[src/rtl/interrupt_controller_pkg.sv]
// Shared constants, state encoding and small helpers for the interrupt controller.
package interrupt_controller_pkg;

    localparam int NUM_LINES = 5;

    localparam logic [15:0] VECTOR_BASE    = 16'hFFF2;
    localparam logic [15:0] VECTOR_STRIDE  = 16'd2;
    localparam logic [15:0] VECTOR_DEFAULT = 16'hFFFE;

    typedef enum logic [1:0] {
        ST_IDLE    = 2'b00,
        ST_REQ     = 2'b01,
        ST_SERVICE = 2'b10
    } state_t;

    // Fixed priority: the lowest-numbered requesting line wins.
    function automatic logic [NUM_LINES-1:0] pick_highest(input logic [NUM_LINES-1:0] req);
        logic [NUM_LINES-1:0] sel;
        sel = '0;
        for (int i = NUM_LINES - 1; i >= 0; i--) begin
            if (req[i]) begin
                sel    = '0;
                sel[i] = 1'b1;
            end
        end
        return sel;
    endfunction

    function automatic logic [15:0] vector_of(input logic [NUM_LINES-1:0] onehot);
        logic [15:0] v;
        v = VECTOR_DEFAULT;
        for (int i = 0; i < NUM_LINES; i++) begin
            if (onehot[i]) begin
                v = VECTOR_BASE + VECTOR_STRIDE * 16'(i);
            end
        end
        return v;
    endfunction

endpackage

[src/rtl/interrupt_controller_sync_edge.sv]
// One interrupt line: two-flop synchronizer plus history flop producing a one-cycle rise pulse.
module int_sync_edge (
    input  logic clk,
    input  logic rst,
    input  logic din,
    output logic rise
);

    logic sync1;
    logic sync2;
    logic hist;

    always_ff @(posedge clk) begin
        if (!rst) begin
            sync1 <= 1'b0;
            sync2 <= 1'b0;
            hist  <= 1'b0;
        end else begin
            sync1 <= din;
            sync2 <= sync1;
            hist  <= sync2;
        end
    end

    assign rise = sync2 & ~hist;

endmodule

[src/rtl/interrupt_controller.sv]
// Five-line edge-triggered interrupt controller: pending/mask/enable, fixed-priority
// arbitration and an IDLE/REQ/SERVICE request FSM whose state is exported for debug.
module interrupt_controller
    import interrupt_controller_pkg::*;
(
    input  logic                 clk,
    input  logic                 rst,
    input  logic [NUM_LINES-1:0] int_in,
    input  logic [7:0]           data,
    input  logic                 mask_load,
    input  logic                 ei,
    input  logic                 di,
    input  logic                 int_ack,
    input  logic                 int_done,
    output logic                 irq,
    output logic [NUM_LINES-1:0] irq_no,
    output logic [15:0]          vector,
    output logic [NUM_LINES-1:0] pending,
    output state_t               state
);

    logic [NUM_LINES-1:0] rise;
    logic [NUM_LINES-1:0] mask;
    logic                 gie;
    logic [NUM_LINES-1:0] eligible;
    logic [NUM_LINES-1:0] sel;
    logic                 mask_drop;
    logic [NUM_LINES-1:0] ack_clear;
    logic [NUM_LINES-1:0] irq_no_next;
    logic                 irq_next;
    state_t               state_next;

    for (genvar i = 0; i < NUM_LINES; i++) begin : g_line
        int_sync_edge u_sync (
            .clk  (clk),
            .rst  (rst),
            .din  (int_in[i]),
            .rise (rise[i])
        );
    end

    assign eligible  = pending & mask & {NUM_LINES{gie}};
    assign sel       = pick_highest(eligible);
    assign mask_drop = mask_load && ((data[NUM_LINES-1:0] & irq_no) == '0);
    assign vector    = vector_of(irq_no);

    // Handshake: irq stays high in REQ until the control unit answers with a one-cycle
    // int_ack (accepted, move to SERVICE) or the request is withdrawn by di / mask change.
    always_comb begin
        state_next  = state;
        irq_next    = irq;
        irq_no_next = irq_no;
        ack_clear   = '0;
        case (state)
            ST_IDLE: begin
                irq_next = 1'b0;
                if (eligible != '0) begin
                    state_next  = ST_REQ;
                    irq_next    = 1'b1;
                    irq_no_next = sel;
                end
            end
            ST_REQ: begin
                if (int_ack) begin
                    state_next = ST_SERVICE;
                    irq_next   = 1'b0;
                    ack_clear  = irq_no;
                end else if (di || mask_drop) begin
                    state_next  = ST_IDLE;
                    irq_next    = 1'b0;
                    irq_no_next = '0;
                end
            end
            ST_SERVICE: begin
                irq_next = 1'b0;
                if (int_done) begin
                    state_next  = ST_IDLE;
                    irq_no_next = '0;
                end
            end
            default: begin
                state_next  = ST_IDLE;
                irq_next    = 1'b0;
                irq_no_next = '0;
            end
        endcase
    end

    always_ff @(posedge clk) begin
        if (!rst) begin
            state   <= ST_IDLE;
            irq     <= 1'b0;
            irq_no  <= '0;
            pending <= '0;
            mask    <= '0;
            gie     <= 1'b0;
        end else begin
            state   <= state_next;
            irq     <= irq_next;
            irq_no  <= irq_no_next;
            // A new edge on the line being acknowledged must not be lost.
            pending <= (pending & ~ack_clear) | rise;
            if (mask_load) begin
                mask <= data[NUM_LINES-1:0];
            end
            if (di) begin
                gie <= 1'b0;
            end else if (ei) begin
                gie <= 1'b1;
            end
        end
    end

endmodule

[config.mk]
export PLATFORM = sky130hd
export DESIGN_NAME = interrupt_controller
export DESIGN_NICKNAME = d
export VERILOG_FILES = /design/src/rtl/interrupt_controller_pkg.sv /design/src/rtl/interrupt_controller_sync_edge.sv /design/src/rtl/interrupt_controller.sv
export SDC_FILE = /design/constraint.sdc
export NUM_CORES = 1
export LEC_CHECK = 0
export CORE_ASPECT_RATIO = 1.1
export CORE_UTILIZATION = 35
export CTS_BUF_LIST = sky130_fd_sc_hd__clkbuf_4 sky130_fd_sc_hd__clkbuf_8
export CTS_CLUSTER_DIAMETER = 120
export DETAILED_ROUTE_END_ITERATION = 10
export DONT_BUFFER_PORTS = 1
export HOLD_SLACK_MARGIN = 0.08
export PLACE_DENSITY_LB_ADDON = 0.25
export SLEW_MARGIN = 10
export SYNTH_ARGS = -nofsm -noshare
export SYNTH_HDL_FRONTEND = slang
export SYNTH_SLANG_ARGS = --single-unit
[constraint.sdc]
create_clock -name clk -period 1.49 [get_ports clk]
set_input_delay 0.298 -clock clk [delete_from_list [all_inputs] [get_ports clk]]
set_output_delay 0.298 -clock clk [all_outputs]
set_load 0.05 [all_outputs]
## After elaboration in Yosys (flattened, before gate mapping)

Index checks and enable logic that the tools add are counted.

| cells by class | value |
|---|---|
| eq/ne operators | 7 |
| multiplexer cells | 26 |
| reduce and logical (&&, ||, !) cells | 8 |
| bitwise logic cells | 17 |

Operator list:

| cell | number |
|---|---|
| 16-bit 2-to-1 mux | 4 |
| 5-bit 2-to-1 mux | 11 |
| 5-bit bitwise AND | 4 |
| 5-bit case mux with 3 select lines | 1 |
| 2-bit 2-to-1 mux | 4 |
| 2-bit != test (second input constant) | 4 |
| 1-bit NOT | 6 |
| 2-bit case mux with 3 select lines | 1 |
| 1-bit bitwise AND | 5 |
| 5-bit logical NOT | 1 |
| 5-bit NOT | 1 |
| 5-bit bitwise OR | 1 |
| 5-bit nonzero test | 1 |
| 4-bit 2-to-1 mux | 1 |
| 4-bit AND reduction | 1 |
| 1-bit 2-to-1 mux | 3 |
| 3-bit != test (second input constant) | 1 |
| 3-bit AND reduction | 1 |
| 2-bit by 1-bit equality test with 1-bit output (second input constant) | 1 |
| 2-bit equality test (second input constant) | 1 |
| 2-bit logical NOT | 1 |
| 1-bit case mux with 2 select lines | 1 |
| 2-bit OR reduction | 1 |
| 1-bit logical AND | 1 |
| 1-bit logical OR | 1 |

| word-level totals | value |
|---|---|
| output and inout port bits | 29 |
| input bits | 20 |
| register bits after elaboration | 34 |

## Depth between registers and ports, before layout

Gate-level depths: netlist of the first run.

| depth | value |
|---|---|
| word-level depth | 9 |
| depth in mapped cells | 5 |

## By module

From an unflattened synthesis of the first run, not the netlist that was laid out.

| second synthesis, totals | value |
|---|---|
| cell total of the unflattened synthesis | 148 |
| area total of the unflattened synthesis | 1416.4 um2 |

By module, submodules not included:

| module | seq. area each (um2) | instances | area an instance (um2) | cells each |
|---|---|---|---|---|
| interrupt_controller | 380.4 | 1 | 953.4 | 113 |
| int_sync_edge | 60.1 | 5 | 92.6 | 7 |

## Least setup slack after synthesis of the first run

Ideal clock, no wire load.

| timing | value |
|---|---|
| kind | register -> output |
| start | register irq_no[1] |
| end | output vector[2] |
| stages on the path, launching flop included | 3 |
| slack | -829 ps |
| arrival time | 2021 ps |
| cells stage by stage | dfxtp_1 -> nor2_1 -> a211oi_1 |

| between the ends | value |
|---|---|
| longest elaborated chain between the ends | 4 |

Ends and longest elaborated chain:

| element | line | RTL |
|---|---|---|
| from (decl) | interrupt_controller.sv:16 | `output logic [NUM_LINES-1:0] irq_no,` |
| from (signal assigned) | interrupt_controller.sv:100 | `irq_no <= irq_no_next;` |
| 16-bit 2-to-1 mux (4 in series) | interrupt_controller_pkg.sv:33 | `if (onehot[i]) begin` |
| to (decl) | interrupt_controller.sv:17 | `output logic [15:0] vector,` |

Every way passes these cells.

## Final worst setup path of the first run

| timing | value |
|---|---|
| start | register irq_no[3] |
| end | output vector[3] |

| between the ends | value |
|---|---|
| longest elaborated chain between the ends | 2 |

Ends and longest elaborated chain:

| element | line |
|---|---|
| 16-bit 2-to-1 mux (2 in series) | interrupt_controller_pkg.sv:33 |

Every way passes these cells.

==> results of run 1 <==
registers in the layout, indices dropped and copies added (netlist names), 2 cells and up:
name	count
g_line.u_sync.hist	5
g_line.u_sync.sync1	5
g_line.u_sync.sync2	5
irq_no	5
mask	5
pending	5
state	2
repair_timing:
action,4_1_cts,5_1_grt
gates resized for setup,16,5
endpoints found under the setup margin,6,6
buffers inserted,1,0
endpoints found under the hold margin,0,1
pin swaps,3,5
hold buffers,0,1
layout make-up:
type	count	area share (%)
Sequential cell	34	38.4
Inverter	2	0.407
Tap cell	50	3.39
Clock buffer	8	5.28
Timing Repair Buffer	28	14.6
Multi-Input combinational cell	103	37.9
logic make-up (layout without fill, tap and decap cells):
logic type | count (synthesis) | in the layout | synth area share, %
AO/OA/AOI/OAI | 28 | 28 | 14.0
buffers and inverters | 20 | 38 | 9.57
flip-flops | 34 | 34 | 48.2
multiplexers | 5 | 5 | 3.54
other | 2 | 13 | 0.532
AND/OR/NAND/NOR | 57 | 57 | 24.2
routing by layer:
| metal | GRT usage, % | vias to the layer above | share of wire (%) |
|---|---|---|---|
| li1 | - | 526 | - |
| met1 | 14.8 | 484 | 40 |
| met2 | 24.9 | 42 | 49 |
| met3 | 6.09 | 6 | 8.6 |
| met4 | 7.56 | 0 | 1.8 |
| met5 | 0 | - | 0 |
where the power goes:
group / total [uW] / switching [uW] / internal, uW / leakage, uW
Combinational: 197 / 138 / 59.4 / 0.000406
Sequential: 956 / 16.8 / 940 / 0.000286
Clock: 708 / 295 / 413 / 0.0000523
placed cells by master, fill, tap and decap left out, types with 2 or more instances in the layout:
cell type and instances:
clkbuf_8 6, buf_4 19, nor3b_1 3, a21oi_1 8, nor2b_1 16, o2bb2ai_1 2, inv_1 2, clkbuf_4 2
dfxtp_1 19, a22oi_1 3, buf_6 5, mux2i_1 5, dfxtp_4 4, nand2_1 10, buf_12 3, and2_1 15
conb_1 13, dfxtp_2 11, nand3_1 2
per-stage QoR:
stage | instances | utilization, % | cell area, um2 | setup WS [ns] | hold WS (ns)
final | 225 | 49.4 | 1850 | -0.125 | 0.140
after global routing | 225 | 49.4 | 1850 | -0.177 | 0.132
after CTS | 224 | 48.7 | 1820 | -0.139 | 0.0808
after detailed placement | 215 | 44.1 | 1650 | -0.0251 | 0.381
after global placement | 215 | 44.1 | 1650 | -0.0163 | 0.378
after floorplan | 157 | - | 1500 | -0.0699 | 0.374
worst min path at each step:
stage	from	endpoint	slack [ns]	depth (start not counted)
after global routing	rst	g_line[1].u_sync.sync2	0.13	1
final	rst	state[0]	0.14	1
after detailed placement	di	gie	0.38	1
after floorplan	di	gie	0.37	1
after CTS	di	gie	0.08	1
after global placement	di	gie	0.38	1
==> summary.md, run 1 <==
| Metric | Value |
|---|---|
| Synth top cells by count | 34 x dfxtp_1, 17 x nor2b_1, 15 x and2_1 |
| Flop2flop setup slack | 0.01 ns |
| Row Count | 23 |
| Drt wl/cell | around 12 um |
| Worst Path Buf+Inv | 2 |
| Vias per cell | between 4 and 5 |
| Post-synth top flop | dfxtp_1 |
| Yosys warning total | 0 |
| Sequential fraction of the synthesis area | approximately half |
| Crit start category | flip-flop |
| Die width | between 60 and 70 um |
| Largest net degree at the start of global routing | 32 |
| Crit path max fanout | 6 |
| Maximum vdd drop | approximately 660 uV |
| RSZ-0062 raised after global routing | yes |
| Antenna cells | 0 |
| Cell count after synthesis | 146 |
| Hpwl dp | between 2 and 2.5 mm |
| Root buf cell | clkbuf_8 |
| Clock sinks | 34 |
| Core Footprint | ~3700 um2 |
| Syn avg cell area | 9.68 um2 |
| Post-route clock period utilization | 108% |
| Run status | finished, violations left |
| CP Data Required Time | 1.19 ns |
| Initial antenna violation count | 0 |
| Worst r2r dst | irq_no[2] |
| Top cell type's share of synthesized area | 48.2% |
| Router iterations before antenna repair | 4 |
| Worst r2r path cells | 5 |
| Most common cell in the synthesized netlist | dfxtp_1 |
| Layout Skew | between 0.003 and 0.004 ns |
| Netlist Area Pre-Place | between 1000 and 1500 um2 |
| Final setup violation count | 2 |
| PD cells | a little over 1000 nW/um2 |
| # DRC | 0 |
| WS Path Type | reg -> out |
| TritonCTS clock tree | built |
| RR Startpoint | state[1] |
| Slowest stage delay, CP | a little under 0.4 ns |
| Min-Delay Path Class | in -> reg |
| Max Cap Violations | 0 |
| Final WL | approximately 2.7 mm |
| GRT Total Usage | 14.2% |
| Max clock buf depth | 2 |
| Cell mode on critical path | buf_6 |
| Crit-path cells | buf_6, or3_1, buf_6 |
| Hold Fails Final Rpt | 0 |
| Yosys reg bits | 34 |
| FMAX | 619 MHz |
| Total via count in the routed design | between 1000 and 1500 |
| Crit path capture | vector[3] |
| Area grow syn2layout | 30.7% |
| Area of the multi-input gates | 701 um2 |
| Delay-heaviest family, CP | simple AND/OR/NAND/NOR gates |
| Worst setup EP type | primary output |
| Slew HR | 65.1% |
| Die height | about 69 um |
| CTS Buf Count | 5 |
| Arrival @ worst endpoint | 1.32 ns |
| Async set or reset register ratio after synthesis | 0% |
| Port buffer count | 0 |
| H-tree Lvls | 2 |
| Post-synth EDFFs | 0 |
| Fillers | about 360 |
| GP Congestion | ~0.87 |
| Vias in the first global route | between 900 and 1000 |
| GR Overflow Total | 0 |
| CP max-delay cell | or3_1 |
| Leading area contributor after synthesis | dfxtp_1 |
| I/O pins | 49 |
| Ratio of cells with drive above 1 in the final layout | between 30% and 40% |
| First-pass GRT wire length | about 4.6 mm |
| Crit path launch | irq_no[3] |
| Failing checks | setup timing |
| Synth area leaders | dfxtp_1 48%, nor2b_1 7.5%, buf_4 7.4%, and2_1 6.6%, mux2i_1 3.5% |
| Total power | ~1900 uW |
| Register Area | around 710 um2 |
| Die area | approximately 4300 um2 |
| Post-route ant nets | 0 |
| Post-synth cell types | 35 |
| Lkg Pwr | about 0.00074 uW |
| CP Depth | 3 |
| Reg clk slew, reported paths | around 0.060 ns |
| Post-layout nets | ~190 |
| DRT iter0 DRCs | 19 |
| Measured slew at the worst slew-check pin | 0.523 ns |
| PnR worst setup slack | -0.125 ns |
| Setup TNS Final | -0.148 ns |
| Insertion delay to the later sink of the worst-skew pair | roughly 0.28 ns |
| Initial Util | a little under two fifths |
| Final Critical Period | between 1.5 and 2 ns |
| Fin. max-slew vios | 0 |
Power figures use the tool's default switching activity.
==> run 2: changes to the inputs <==
- CORE_ASPECT_RATIO: 1.1 -> default
==> run 2 against run 1 <==
  * The run still ends with setup timing left
  * First-iteration DRC count grew 100%
  * Routed wire length grew 3.1%
  * Sequential share of layout area shrank 0.94 points
  * Design area grew 2.0%
  * Non-clock buffer count grew 4
  * Utilization grew 0.57 points
==> summary.md, run 2 (synthesis gave the netlist of run 1 again) <==
| Metric | Value |
|---|---|
| Run status | finished, violations left |
| Failing checks | setup timing |
| Worst r2r path cells | 5 |
| Final design utilization | roughly half |
| Clock sinks | 34 |
| WS Path Type | reg -> out |
| Slowest stage delay, CP | about 0.37 ns |
| Max clock buf depth | 2 |
| Clk pwr share | ~38% |
| Crit path max fanout | 6 |
| Flop2flop setup slack | 0 ns |
| Antenna cells | 0 |
| Router iterations before antenna repair | 4 |
| I/O pins | 49 |
| Initial Util | a little under two fifths |
| Total power | between 1500 and 2000 uW |
| # DRC | 0 |
| Final Critical Period | about 1.6 ns |
| Lkg Pwr | approximately 0.00077 uW |
| Setup TNS Final | -0.202 ns |
| Fillers | between 300 and 400 |
| GR Layer Usage met1 | ~16% |
| Combinational power share | 10.8% |
| Total via count in the routed design | 1067 |
| Psw | 478 uW |
| Crit start category | flip-flop |
| Fin. max-slew vios | 0 |
| Most frequent cells in the layout | 22 x dfxtp_1, 22 x buf_4, 16 x nor2b_1 |
| Insertion delay to the later sink of the worst-skew pair | 0.28 ns |
| Area of the multi-input gates | 699 um2 |
| Root buf cell | clkbuf_8 |
| DRT iter0 DRCs | 38 |
| PD cells | approximately 980 nW/um2 |
| Vias per cell | approximately 4.7 |
| Largest net degree at the start of global routing | 32 |
| Met2 usage | 26.4% |
| CP max-delay cell | or3_4 |
| Initial antenna violation count | 0 |
| Cell Int Power | ~1400 uW |
| Post-route ant nets | 0 |
| Crit-path cells | buf_12, or3_4, buf_8 |
| Hold Crit Start | rst |
| GR Util met3 | about 6.6% |
| Die height | ~66 um |
| Worst setup EP type | primary output |
| Layout Skew | ~0.0050 ns |
| H-tree Lvls | 2 |
| Hold Slack | 0.139 ns |
| Core Footprint | between 3000 and 4000 um2 |
| GRT Total Usage | around 15% |
| RR Startpoint | irq_no[0] |
| Area grow syn2layout | 33.3% |
| Min-Delay Path Class | in -> reg |
| Final WL | around 2.8 mm |
| PnR worst setup slack | -0.115 ns |
| Port buffer count | 0 |
| GR Overflow Total | 0 |
| Switching portion of total power | between 20% and 30% |
| Hold Path Depth | 1 |
| Post-layout nets | just under 200 |
| Ratio of cells with drive above 1 in the final layout | 35.8% |
| Final setup violation count | 2 |
| Measured slew at the worst slew-check pin | roughly 0.50 ns |
| RSZ-0062 raised after global routing | yes |
| FMAX | 623 MHz |
| Post-route clock period utilization | 108% |
| Hold Fails Final Rpt | 0 |
| Hold endpoint | state[0] |
| Slew HR | between 60% and 70% |
| Vias in the first global route | about 1100 |
| GRT Max-Usage Layer | met2 |
| Die area | around 4300 um2 |
| CP Data Required Time | ~1.2 ns |
| Drt wl/cell | roughly 12 um |
| GP Congestion | 0.812 |
| Row Count | 22 |
| Die width | about 66 um |
| Final instance area | around 1900 um2 |
| Reg clk slew, reported paths | 0.07 ns |
| Register Area | 706 um2 |
| Maximum vdd drop | 713 uV |
| First-pass GRT wire length | 4.80 mm |
| Max Cap Violations | 0 |
| Area after DPL | between 1500 and 2000 um2 |
| Arrival @ worst endpoint | ~1.3 ns |
| CTS Buf Count | 5 |
| TritonCTS clock tree | built |
| Hpwl dp | about 2.0 mm |
| Sequential share of power | between 50% and 60% |
| Worst r2r dst | irq_no[2] |
## run 2: critical path: cells and delay by family (launching register included)
kind	cells	cell delay, ns
DFF	1	0.34
and+or+nand+nor	1	0.37
buffers and inverters	2	0.31
## run 2: layer usage
layer | vias to the layer above | part of all wire (%)
li1 | 535 | -
met1 | 483 | 40
met2 | 42 | 49
met3 | 7 | 8.1
met4 | 0 | 2.3
met5 | - | 0
## run 2: power by group through the flow
stage	combinational [uW]	clock, uW	sequential [uW]
floorplan	167	0	1000
global placement	190	0	974
detailed placement	192	0	976
CTS	198	725	955
global route	214	763	960
finish	199	694	955
## run 2: what timing repair did
action,CTS,global route
hold buffers,1,0
setup endpoints to repair,4,7
buffers inserted,4,1
gates resized for setup,18,3
pin swaps,4,1
hold endpoints to repair,1,0
## run 2: cell type report
type	instances	area share [%]
clock buffers	6	4.39
clock inverters	2	0.664
inverters	2	0.399
multi-input cells	103	37.1
flip-flops and latches	34	37.5
well taps	48	3.19
repair buffers	32	16.7
## run 2: stage by stage
stage | instances | setup slack (ns)
after global routing | 227 | -0.144
final | 227 | -0.115
after CTS | 226 | -0.128
after detailed placement | 213 | -0.0436
after floorplan | 157 | -0.0699
after global placement | 213 | -0.0141
## run 2: how the worst max path moves through the flow
stage,start,endpoint,cells after the start
2_1_floorplan,state[1],irq_no[2],5
3_3_place_gp,state[1],irq,4
3_5_place_dp,state[1],irq,4
4_1_cts,irq_no[0],vector[2],4
5_1_grt,irq_no[3],vector[3],3
6_report,irq_no[3],vector[3],3
